<file path="config.mk">
export PLATFORM = sky130hd
export DESIGN_NAME = disp_scan_driver
export DESIGN_NICKNAME = d
export VERILOG_FILES = /design/src/rtl/disp_pkg.sv /design/src/rtl/seg_glyph_decode.sv /design/src/rtl/disp_scan_driver.sv
export SDC_FILE = /design/constraint.sdc
export NUM_CORES = 1
export LEC_CHECK = 0
export CAP_MARGIN = 20
export CELL_PAD_IN_SITES_DETAIL_PLACEMENT = 2
export CELL_PAD_IN_SITES_GLOBAL_PLACEMENT = 2
export CORE_MARGIN = 2
export CORE_UTILIZATION = 42
export DETAILED_ROUTE_END_ITERATION = 10
export PLACE_DENSITY = 0.9
export SYNTH_ARGS = -nofsm -noshare
export SYNTH_HDL_FRONTEND = slang
export SYNTH_HIERARCHICAL = 1
export SYNTH_SLANG_ARGS = --single-unit
</file>
<file path="constraint.sdc">
create_clock -name clk -period 5.6 [get_ports clk]
set_input_delay 1.12 -clock clk [delete_from_list [all_inputs] [get_ports clk]]
set_output_delay 1.12 -clock clk [all_outputs]
set_load 0.02 [all_outputs]
</file>
<file path="src/rtl/disp_pkg.sv">
// Shared display constants: active-low glyphs, blanking values and the wildcard code.
// Any controller that emits the wildcard glyph compares against WILDCARD_CODE from here.
package disp_pkg;

    localparam logic [6:0] SEG_BLANK  = 7'b1111111;
    localparam logic [3:0] AN_OFF     = 4'b1111;
    localparam logic [6:0] GLYPH_WILD = 7'b0110110;
    localparam logic [6:0] GLYPH_DASH = 7'b0111111;

    localparam logic [3:0] WILDCARD_CODE = 4'd10;

    // Segment order {g,f,e,d,c,b,a}, 0 = lit
    localparam logic [6:0] GLYPH_0 = 7'b1000000;
    localparam logic [6:0] GLYPH_1 = 7'b1111001;
    localparam logic [6:0] GLYPH_2 = 7'b0100100;
    localparam logic [6:0] GLYPH_3 = 7'b0110000;
    localparam logic [6:0] GLYPH_4 = 7'b0011001;
    localparam logic [6:0] GLYPH_5 = 7'b0010010;
    localparam logic [6:0] GLYPH_6 = 7'b0000010;
    localparam logic [6:0] GLYPH_7 = 7'b1111000;
    localparam logic [6:0] GLYPH_8 = 7'b0000000;
    localparam logic [6:0] GLYPH_9 = 7'b0010000;

endpackage

</file>
<file path="src/rtl/seg_glyph_decode.sv">
// Combinational 4-bit digit value to active-low seven-segment glyph.
// Codes above the wildcard code all render as a dash.
module seg_glyph_decode
    import disp_pkg::*;
(
    input  logic [3:0] value,
    output logic [6:0] glyph
);

    always_comb begin
        glyph = GLYPH_DASH;
        case (value)
            4'd0:          glyph = GLYPH_0;
            4'd1:          glyph = GLYPH_1;
            4'd2:          glyph = GLYPH_2;
            4'd3:          glyph = GLYPH_3;
            4'd4:          glyph = GLYPH_4;
            4'd5:          glyph = GLYPH_5;
            4'd6:          glyph = GLYPH_6;
            4'd7:          glyph = GLYPH_7;
            4'd8:          glyph = GLYPH_8;
            4'd9:          glyph = GLYPH_9;
            WILDCARD_CODE: glyph = GLYPH_WILD;
            default:       glyph = GLYPH_DASH;
        endcase
    end

endmodule

</file>
<file path="src/rtl/disp_scan_driver.sv">
// Four-digit multiplexed seven-segment driver with frame-latched inputs,
// per-slot anode guard band and per-digit blink gating.
module disp_scan_driver
    import disp_pkg::*;
#(
    parameter int unsigned REFRESH_DIV = 100000,
    parameter int unsigned GUARD_CYC   = 16,
    parameter int unsigned BLINK_DIV   = 25000000
) (
    input  logic       clk,
    input  logic       rst,
    input  logic [3:0] digit0,
    input  logic [3:0] digit1,
    input  logic [3:0] digit2,
    input  logic [3:0] digit3,
    input  logic [3:0] blink_mask,
    output logic [6:0] seg,
    output logic [3:0] an,
    output logic       frame_tick
);

    localparam int unsigned SlotW  = $clog2(REFRESH_DIV);
    localparam int unsigned BlinkW = $clog2(BLINK_DIV);

    localparam logic [SlotW-1:0]  SlotLast  = SlotW'(REFRESH_DIV - 1);
    localparam logic [SlotW-1:0]  SlotGuard = SlotW'(GUARD_CYC);
    localparam logic [SlotW-1:0]  SlotOne   = SlotW'(1);
    localparam logic [BlinkW-1:0] BlinkLast = BlinkW'(BLINK_DIV - 1);
    localparam logic [BlinkW-1:0] BlinkOne  = BlinkW'(1);

    logic [SlotW-1:0]  slot_cnt_q;
    logic [1:0]        scan_idx_q;
    logic [BlinkW-1:0] blink_cnt_q;
    logic              blink_phase_q;
    logic              first_q;
    logic [3:0][3:0]   shadow_q;
    logic [3:0]        shadow_mask_q;
    logic [6:0]        seg_q, seg_d;
    logic [3:0]        an_q, an_d;
    logic              frame_tick_q;

    logic       slot_wrap;
    logic       blink_wrap;
    logic       frame_start;
    logic [6:0] cur_glyph;

    assign slot_wrap   = (slot_cnt_q == SlotLast);
    assign blink_wrap  = (blink_cnt_q == BlinkLast);
    // The first cycle after reset release latches a fresh frame as well
    assign frame_start = first_q || (slot_wrap && (scan_idx_q == 2'd3));

    seg_glyph_decode u_decode (
        .value (shadow_q[scan_idx_q]),
        .glyph (cur_glyph)
    );

    always_comb begin
        an_d  = AN_OFF;
        seg_d = SEG_BLANK;
        if (slot_cnt_q >= SlotGuard) begin
            an_d = ~(4'b0001 << scan_idx_q);
            // Blinking digits keep their anode so the duty cycle stays uniform
            if (!(shadow_mask_q[scan_idx_q] && blink_phase_q)) begin
                seg_d = cur_glyph;
            end
        end
    end

    always_ff @(posedge clk or negedge rst) begin
        if (!rst) begin
            slot_cnt_q    <= '0;
            scan_idx_q    <= '0;
            blink_cnt_q   <= '0;
            blink_phase_q <= 1'b0;
            first_q       <= 1'b1;
            shadow_q      <= '0;
            shadow_mask_q <= '0;
            seg_q         <= SEG_BLANK;
            an_q          <= AN_OFF;
            frame_tick_q  <= 1'b0;
        end else begin
            first_q    <= 1'b0;
            slot_cnt_q <= slot_wrap ? '0 : slot_cnt_q + SlotOne;
            if (slot_wrap) begin
                scan_idx_q <= scan_idx_q + 2'd1;
            end
            blink_cnt_q <= blink_wrap ? '0 : blink_cnt_q + BlinkOne;
            if (blink_wrap) begin
                blink_phase_q <= ~blink_phase_q;
            end
            if (frame_start) begin
                shadow_q      <= {digit3, digit2, digit1, digit0};
                shadow_mask_q <= blink_mask;
            end
            frame_tick_q <= frame_start;
            seg_q        <= seg_d;
            an_q         <= an_d;
        end
    end

    assign seg        = seg_q;
    assign an         = an_q;
    assign frame_tick = frame_tick_q;

endmodule

</file>
==> results of run 1 <==
==> power by group through the flow <==
stage,Sequential (uW),Clock (uW),Combinational [uW]
after floorplan,623,0,65.5
after global placement,612,0,125
after detailed placement,616,0,132
after CTS,606,490,133
after global routing,608,513,144
final,605,480,133
==> layout make-up <==
class	count	area, um2
fillers	896	4570
multi-input cells	223	1800
clock inverters	7	98.8
clock buffers	9	124
well taps	111	139
repair buffers	35	363
flip-flops and latches	78	1970
inverters	14	52.6
==> layer usage <==
| metal | part of all wire, % | track usage (%) | up-vias |
|---|---|---|---|
| met3 | 1.9 | 3.06 | 15 |
| met2 | 55 | 39.4 | 36 |
| met4 | 1.8 | 7.48 | 0 |
| met5 | 0 | 0 | - |
| li1 | - | - | 1213 |
| met1 | 41 | 26.5 | 1379 |
==> logic make-up after synthesis <==
kind of cell,synth area share (%)
other,0.0966
adders and majority gates,3.87
AOI/OAI and AO/OA,4.00
xor gates and xnor gates,7.22
DFF,50.7
buffers and inverters,3.06
and+or+nand+nor,19.7
muxes,11.3
==> sequential cells by signal, indices dropped and copies added, names as in the netlist <==
| register | count |
|---|---|
| blink_phase_q | 1 |
| shadow_mask_q | 4 |
| shadow_q | 16 |
| frame_tick | 1 |
| scan_idx_q | 2 |
| an | 4 |
| slot_cnt_q | 17 |
| first_q | 1 |
| seg | 7 |
| blink_cnt_q | 25 |
==> cells in the mapped netlist (all sizes together) <==
master | n | area, um2
and2 | 1 | 6.26
or4 | 3 | 26.3
or2b | 1 | 7.51
and3b | 1 | 8.76
a31oi | 1 | 6.26
nor4b | 2 | 30.0
o31ai | 2 | 15.0
a41oi | 1 | 16.3
nand2 | 19 | 73.8
xnor2 | 16 | 140
xor2 | 16 | 140
nor2b | 3 | 26.3
nor3 | 9 | 50.1
or2 | 8 | 50.1
or3 | 4 | 25.0
ha | 12 | 150
a21o | 1 | 7.51
mux2i | 2 | 20.0
inv | 14 | 52.6
nand2b | 1 | 6.26
and3 | 5 | 31.3
nor4 | 7 | 65.1
dfstp | 12 | 315
nand4 | 16 | 113
and2b | 2 | 17.5
nor2 | 25 | 93.8
o21ai | 4 | 20.0
conb | 1 | 3.75
mux2 | 21 | 308
nand3 | 12 | 60.1
o41ai | 1 | 8.76
nand4b | 1 | 8.76
nor4bb | 1 | 10.0
dfrtp | 66 | 1650
a22oi | 2 | 15.0
a31o | 2 | 17.5
mux4 | 5 | 113
buf | 7 | 66.3
and4 | 5 | 48.8
a21oi | 9 | 48.8
nor3b | 1 | 7.51
==> path summary, 6_finish.rpt <==
path                       cells past startpoint                   endpoint  slack, ns                startpoint
setup / recovery                               1                     seg[2]       2.97          seg[2]$_DFF_PN1_
hold / removal                                 1   shadow_q[14]$_DFFE_PN0P_       0.52  shadow_q[14]$_DFFE_PN0P_
setup reg to reg                               4  blink_phase_q$_DFFE_PN0N_       3.33  blink_cnt_q[0]$_DFF_PN0_
hold reg to reg                                1   shadow_q[14]$_DFFE_PN0P_       0.52  shadow_q[14]$_DFFE_PN0P_
max in group asynchronous                      2            an[0]$_DFF_PN1_       4.27                       rst
min in group asynchronous                      1   blink_cnt_q[5]$_DFF_PN0_       0.68                       rst
==> per-stage QoR <==
stage	total power, uW	util (%)	cell area, um2	instances	hold slack, ns
final	1220	49.8	4540	477	0.515
after global routing	1260	49.8	4540	477	0.535
after CTS	1230	49.5	4510	476	0.517
after detailed placement	749	47.1	4290	460	0.494
after global placement	737	47.1	4290	460	0.460
after floorplan	689	-	3880	322	0.441
==> cell usage in the layout, fill, tap and decap left out, types with 5 or more instances in the layout <==
cell type / count
sky130_fd_sc_hd__clkdlybuf4s50_1: 32
sky130_fd_sc_hd__nand4_1: 14
sky130_fd_sc_hd__nor4_1: 5
sky130_fd_sc_hd__xor2_1: 16
sky130_fd_sc_hd__nor2_1: 25
sky130_fd_sc_hd__clkbuf_8: 9
sky130_fd_sc_hd__and3_1: 5
sky130_fd_sc_hd__ha_1: 12
sky130_fd_sc_hd__mux4_2: 5
sky130_fd_sc_hd__nand2_1: 18
sky130_fd_sc_hd__a21oi_1: 8
sky130_fd_sc_hd__mux2_4: 19
sky130_fd_sc_hd__inv_1: 14
sky130_fd_sc_hd__xnor2_1: 16
sky130_fd_sc_hd__nand3_1: 12
sky130_fd_sc_hd__nor3_1: 8
sky130_fd_sc_hd__dfrtp_1: 66
sky130_fd_sc_hd__dfstp_2: 12
sky130_fd_sc_hd__or2_2: 7
==> impl_results.rst, run 1 <==
.. list-table::
   :header-rows: 1

   * - Metric
     - Value
   * - Run status
     - complete, no violations
   * - Clock latency at the later pin of the worst-skew pair
     - 0.36 ns
   * - Overall die area
     - between 10000 and 15000 um2
   * - First-pass GRT wire length
     - 16700 um
   * - Overall routed net length
     - approximately 10000 um
   * - Net load switching power
     - 300 uW
   * - Residual overflow from global routing
     - 0
   * - Sequential cell area fraction in the yosys report
     - approximately 51%
   * - Maximum capacitance violations
     - 0
   * - Worst max-slew margin expressed relative to the limit
     - between 30% and 40%
   * - Req. time, crit path
     - 4.48 ns
   * - Highest fanout seen on the critical path
     - 1
   * - # resized after CTS
     - 0
   * - Clock transition at path regs
     - 0.09 ns
   * - Setup repair after global routing missed its margin
     - no
   * - CTS sink cnt
     - 78
   * - Die X-Extent
     - 100 um
   * - Min Clock Period, post-route
     - 2.63 ns
   * - Switching power as a share of total power
     - 24.7%
   * - Root Buffer
     - sky130_fd_sc_hd__clkbuf_8
   * - First drt pass iteration count
     - 4
   * - Pins over their slew limit
     - 0
   * - Violation count after the first detailed-route iteration
     - between 100 and 150
   * - Maximum vdd drop
     - around 0.16 mV
   * - Type of the worst setup path
     - flip-flop to primary output
   * - Share of post-route cells with drive strength above 1
     - 22.1%
   * - Synthesis-to-finish area growth
     - 17.0%
   * - Tot GR Track Use
     - 21.8%
   * - Cell area power density
     - between 200 and 300 nW/um2
   * - Number of nets in the synthesized netlist
     - 356
   * - Slew at the pin closest to its max-slew limit
     - 1.02 ns
   * - Hold Vio Cnt, Final
     - 0
   * - Worst path buffer plus inverter count
     - 1
   * - Static Leakage
     - 0.00203 uW
   * - Cts bufs inserted
     - 9
   * - Worst hold-check path type
     - flip-flop to flip-flop
   * - CP delay by family, top
     - buffers and inverters
   * - Setup violators final
     - 0
   * - Routed via count
     - ~2600
   * - CP startpoint kind
     - flip-flop
   * - Io pins
     - 34
   * - Vias per Instance
     - 5.54
   * - Number of global-route vias before repair
     - approximately 3100
   * - Critical Path Sink Type
     - primary output
   * - Pre-CTS setup slack
     - 3.31 ns
   * - Clock tree from TritonCTS
     - yes
   * - Initial Utilization
     - 42.6%
   * - Largest net degree at the start of global routing
     - 79
   * - Wirelength per Cell
     - 21.0 um
   * - Count of unresolved DRC violations after routing
     - 0
   * - Row cnt
     - 35
   * - DRT antenna net count
     - 0
   * - Number of buffers added to fix hold violations after cts
     - 0
   * - Gpl congestion
     - 0.764
   * - Portion of total power attributed to sequential cells
     - 49.7%
   * - Clock buffer depth
     - 2
   * - Final setup TNS
     - 0 ns
   * - Core Box Area
     - 9110 um2
   * - Worst clock skew
     - 0.0136 ns
   * - Clock power frac
     - 39.4%
   * - Mean Syn Cell Area
     - 12.1 um2
   * - Register bit count reported by yosys
     - 78
   * - Number of instances in the synthesized netlist
     - approximately 320
   * - Initial antenna violation count
     - 0
   * - Fin worst setup slack
     - between 2 and 3 ns
   * - Number of diodes added for antenna fixing
     - 0
   * - Buffers on Ports
     - 33
   * - Combinational fraction of design power
     - 10.9%
   * - H-tree level count
     - 3
   * - Total half-perimeter wirelength after legalization and detailed placement
     - about 7100 um
   * - Critical path data arrival time
     - 1.51 ns
   * - CP max stage cell
     - sky130_fd_sc_hd__clkdlybuf4s50_1
   * - Period Utilization, post-route
     - 47.0%
   * - Internal power contribution
     - 918 uW
   * - Synthesized area
     - 3880 um2
   * - Number of buffers added for setup after CTS
     - 0
   * - Peak per-stage delay on the critical path
     - 0.61 ns
   * - Netlist cell types
     - 55
   * - Maximum clock rate
     - between 300 and 400 MHz
   * - Net count, final
     - between 300 and 400
   * - DIE HEIGHT
     - 100 um
   * - Chain of cells forming the critical path
     - clkdlybuf4s50_1
   * - Yosys synthesis warning count
     - 6
Note: power is estimated with default switching activity, not from simulation.
==> inputs of run 2 (changes only) <==
--- a/config.mk
+++ b/config.mk
@@ -9,9 +9,9 @@
 export CELL_PAD_IN_SITES_DETAIL_PLACEMENT = 2
 export CELL_PAD_IN_SITES_GLOBAL_PLACEMENT = 2
 export CORE_MARGIN = 2
-export CORE_UTILIZATION = 42
+export CORE_UTILIZATION = 39
 export DETAILED_ROUTE_END_ITERATION = 10
-export PLACE_DENSITY = 0.9
+export PLACE_DENSITY = 0.85
 export SYNTH_ARGS = -nofsm -noshare
 export SYNTH_HDL_FRONTEND = slang
 export SYNTH_HIERARCHICAL = 1
==> constraint.sdc (replaced) <==
create_clock -name clk -period 2.7 [get_ports clk]
set_input_delay 0.54 -clock clk [delete_from_list [all_inputs] [get_ports clk]]
set_output_delay 0.54 -clock clk [all_outputs]
set_load 0.02 [all_outputs]
==> run 2 against run 1 <==
Net effect:
- die area is 7.4% higher
- utilization shrank 2.7 points
- clock power increased by 110%
- non-clock buffer count grew 2
- sequential power increased by 110%
- total power rose by 110%
- setup slack got worse by 2.5 ns
- sequential share of layout area is 0.40 points lower
- highest routed layer unchanged
==> impl_results.rst, run 2 (synthesis gave the netlist of run 1 again) <==
.. list-table::
   :header-rows: 1

   * - Metric
     - Value
   * - Max FFs per register
     - 25
   * - Min Clock Period, post-route
     - 2.25 ns
   * - Share of post-route cells with drive strength above 1
     - 22.6%
   * - Synthesis-to-finish area growth
     - 18.1%
   * - Fin worst setup slack
     - 0.447 ns
   * - R2R Setup Slk
     - 0.45 ns
   * - Violation count after the first detailed-route iteration
     - 57
   * - First drt pass iteration count
     - 4
   * - CP max stage cell
     - sky130_fd_sc_hd__mux4_2
   * - Chain of cells forming the critical path
     - mux4_2, ha_1, mux2i_1, a22oi_1, or2_2
   * - Critical Path Sink Type
     - flip-flop
   * - Io pins
     - 34
   * - Cts bufs inserted
     - 9
   * - Tot GR Track Use
     - 20.0%
   * - Req. time, crit path
     - 2.98 ns
   * - Pre-CTS setup slack
     - 0.466 ns
   * - Pins over their slew limit
     - 0
   * - Clock transition at path regs
     - about 0.090 ns
   * - Worst hold-check path type
     - input pin to async pin
   * - Final setup TNS
     - 0 ns
   * - Static Leakage
     - between 0.002 and 0.0025 uW
   * - DIE HEIGHT
     - 104 um
   * - Worst path buffer plus inverter count
     - 0
   * - Initial Utilization
     - 39.9%
   * - Setup repair after global routing missed its margin
     - no
   * - Overall die area
     - roughly 11000 um2
   * - Number of diodes added for antenna fixing
     - 0
   * - Routed via count
     - about 2700
   * - CP delay by family, top
     - multiplexers
   * - Buffers on Ports
     - 33
   * - Row cnt
     - 36
   * - Type of the worst setup path
     - flip-flop to flip-flop
   * - Number of buffers added for setup after CTS
     - 0
   * - Biggest register
     - blink_cnt_q
   * - Overall routed net length
     - 10000 um
   * - Count of unresolved DRC violations after routing
     - 0
   * - CTS sink cnt
     - 78
   * - DRT antenna net count
     - 0
   * - Die X-Extent
     - 104 um
   * - Cell area power density
     - 555 nW/um2
   * - Highest fanout seen on the critical path
     - 8
   * - Hold Vio Cnt, Final
     - 0
   * - H-tree level count
     - 3
   * - # resized after CTS
     - 0
   * - Number of buffers added to fix hold violations after cts
     - 0
   * - Residual overflow from global routing
     - 0
   * - First-pass GRT wire length
     - between 15000 and 20000 um
   * - Wirelength per Cell
     - 20.0 um
   * - Vias per Instance
     - 5.35
   * - Largest net degree at the start of global routing
     - 44
   * - Final Core Density
     - 47.1%
   * - Total half-perimeter wirelength after legalization and detailed placement
     - 7110 um
   * - Maximum vdd drop
     - between 0.2 and 0.25 mV
   * - Number of global-route vias before repair
     - between 3000 and 4000
   * - Filler instances
     - about 1000
   * - Maximum capacitance violations
     - 0
   * - Worst max-slew margin expressed relative to the limit
     - between 60% and 70%
   * - Setup violators final
     - 0
   * - Clock latency at the later pin of the worst-skew pair
     - 0.36 ns
   * - Peak per-stage delay on the critical path
     - 0.67 ns
   * - Root Buffer
     - sky130_fd_sc_hd__clkbuf_8
   * - Critical path data arrival time
     - 2.54 ns
   * - Most common cell after layout, fill and taps aside
     - sky130_fd_sc_hd__dfrtp_1
   * - Clock tree from TritonCTS
     - yes
   * - Maximum clock rate
     - 444 MHz
   * - Gpl congestion
     - 0.790
   * - Net count, final
     - 397
   * - Run status
     - complete, no violations
   * - Initial antenna violation count
     - 0
   * - Worst clock skew
     - 0.00981 ns
   * - Largest registers
     - blink_cnt_q (25), slot_cnt_q (17), shadow_q (16)
   * - Core Box Area
     - 9730 um2
   * - Period Utilization, post-route
     - 83.4%
   * - Clock buffer depth
     - 2
   * - Most used cells in the layout excluding fill and tap cells
     - sky130_fd_sc_hd__dfrtp_1, sky130_fd_sc_hd__clkdlybuf4s50_1, sky130_fd_sc_hd__nor2_1, sky130_fd_sc_hd__mux2_4, sky130_fd_sc_hd__nand2_1
   * - Slew at the pin closest to its max-slew limit
     - 0.591 ns
   * - CP startpoint kind
     - flip-flop
run 2: routing by layer:
layer,track usage [%],vias up,routed length (um)
li1,-,1217,-
met1,24.5,1402,4240
met2,35.7,43,5360
met3,2.64,19,193
met4,7.72,0,233
met5,0,-,0
run 2: power by group:
group | switching, uW | internal (uW)
Clock | 458 | 550
Sequential | 28.5 | 1230
Combinational | 126 | 150
run 2: worst paths after layout:
| kind | start | to | cells past startpoint |
|---|---|---|---|
| min reg2reg | slot_cnt_q[0]$_DFF_PN0_ | slot_cnt_q[0]$_DFF_PN0_ | 1 |
| max | scan_idx_q[0]$_DFFE_PN0N_ | seg[3]$_DFF_PN1_ | 5 |
| min | rst | blink_cnt_q[10]$_DFF_PN0_ | 1 |
| min in group clk | slot_cnt_q[0]$_DFF_PN0_ | slot_cnt_q[0]$_DFF_PN0_ | 1 |
| max reg2reg | scan_idx_q[0]$_DFFE_PN0N_ | seg[3]$_DFF_PN1_ | 5 |
| max in group asynchronous | rst | an[2]$_DFF_PN1_ | 2 |
run 2: cell type report:
cell class	instances	area [um2]	share of cell area [%]
flip-flops and latches	78	1970	42.9
multi-input cells	223	1800	39.2
repair buffers	37	370	8.08
well taps	133	166	3.63
clock buffers	10	138	3.00
clock inverters	6	92.6	2.02
inverters	14	52.6	1.15
run 2: through the flow:
step | power (uW) | hold slack, ns | instances | cell area [um2]
after floorplan | 1430 | 0.244 | 322 | 3880
after global placement | 1540 | 0.461 | 485 | 4350
after detailed placement | 1550 | 0.496 | 485 | 4350
after CTS | 2570 | 0.189 | 501 | 4580
after global routing | 2630 | 0.208 | 501 | 4580
final | 2540 | 0.183 | 501 | 4580
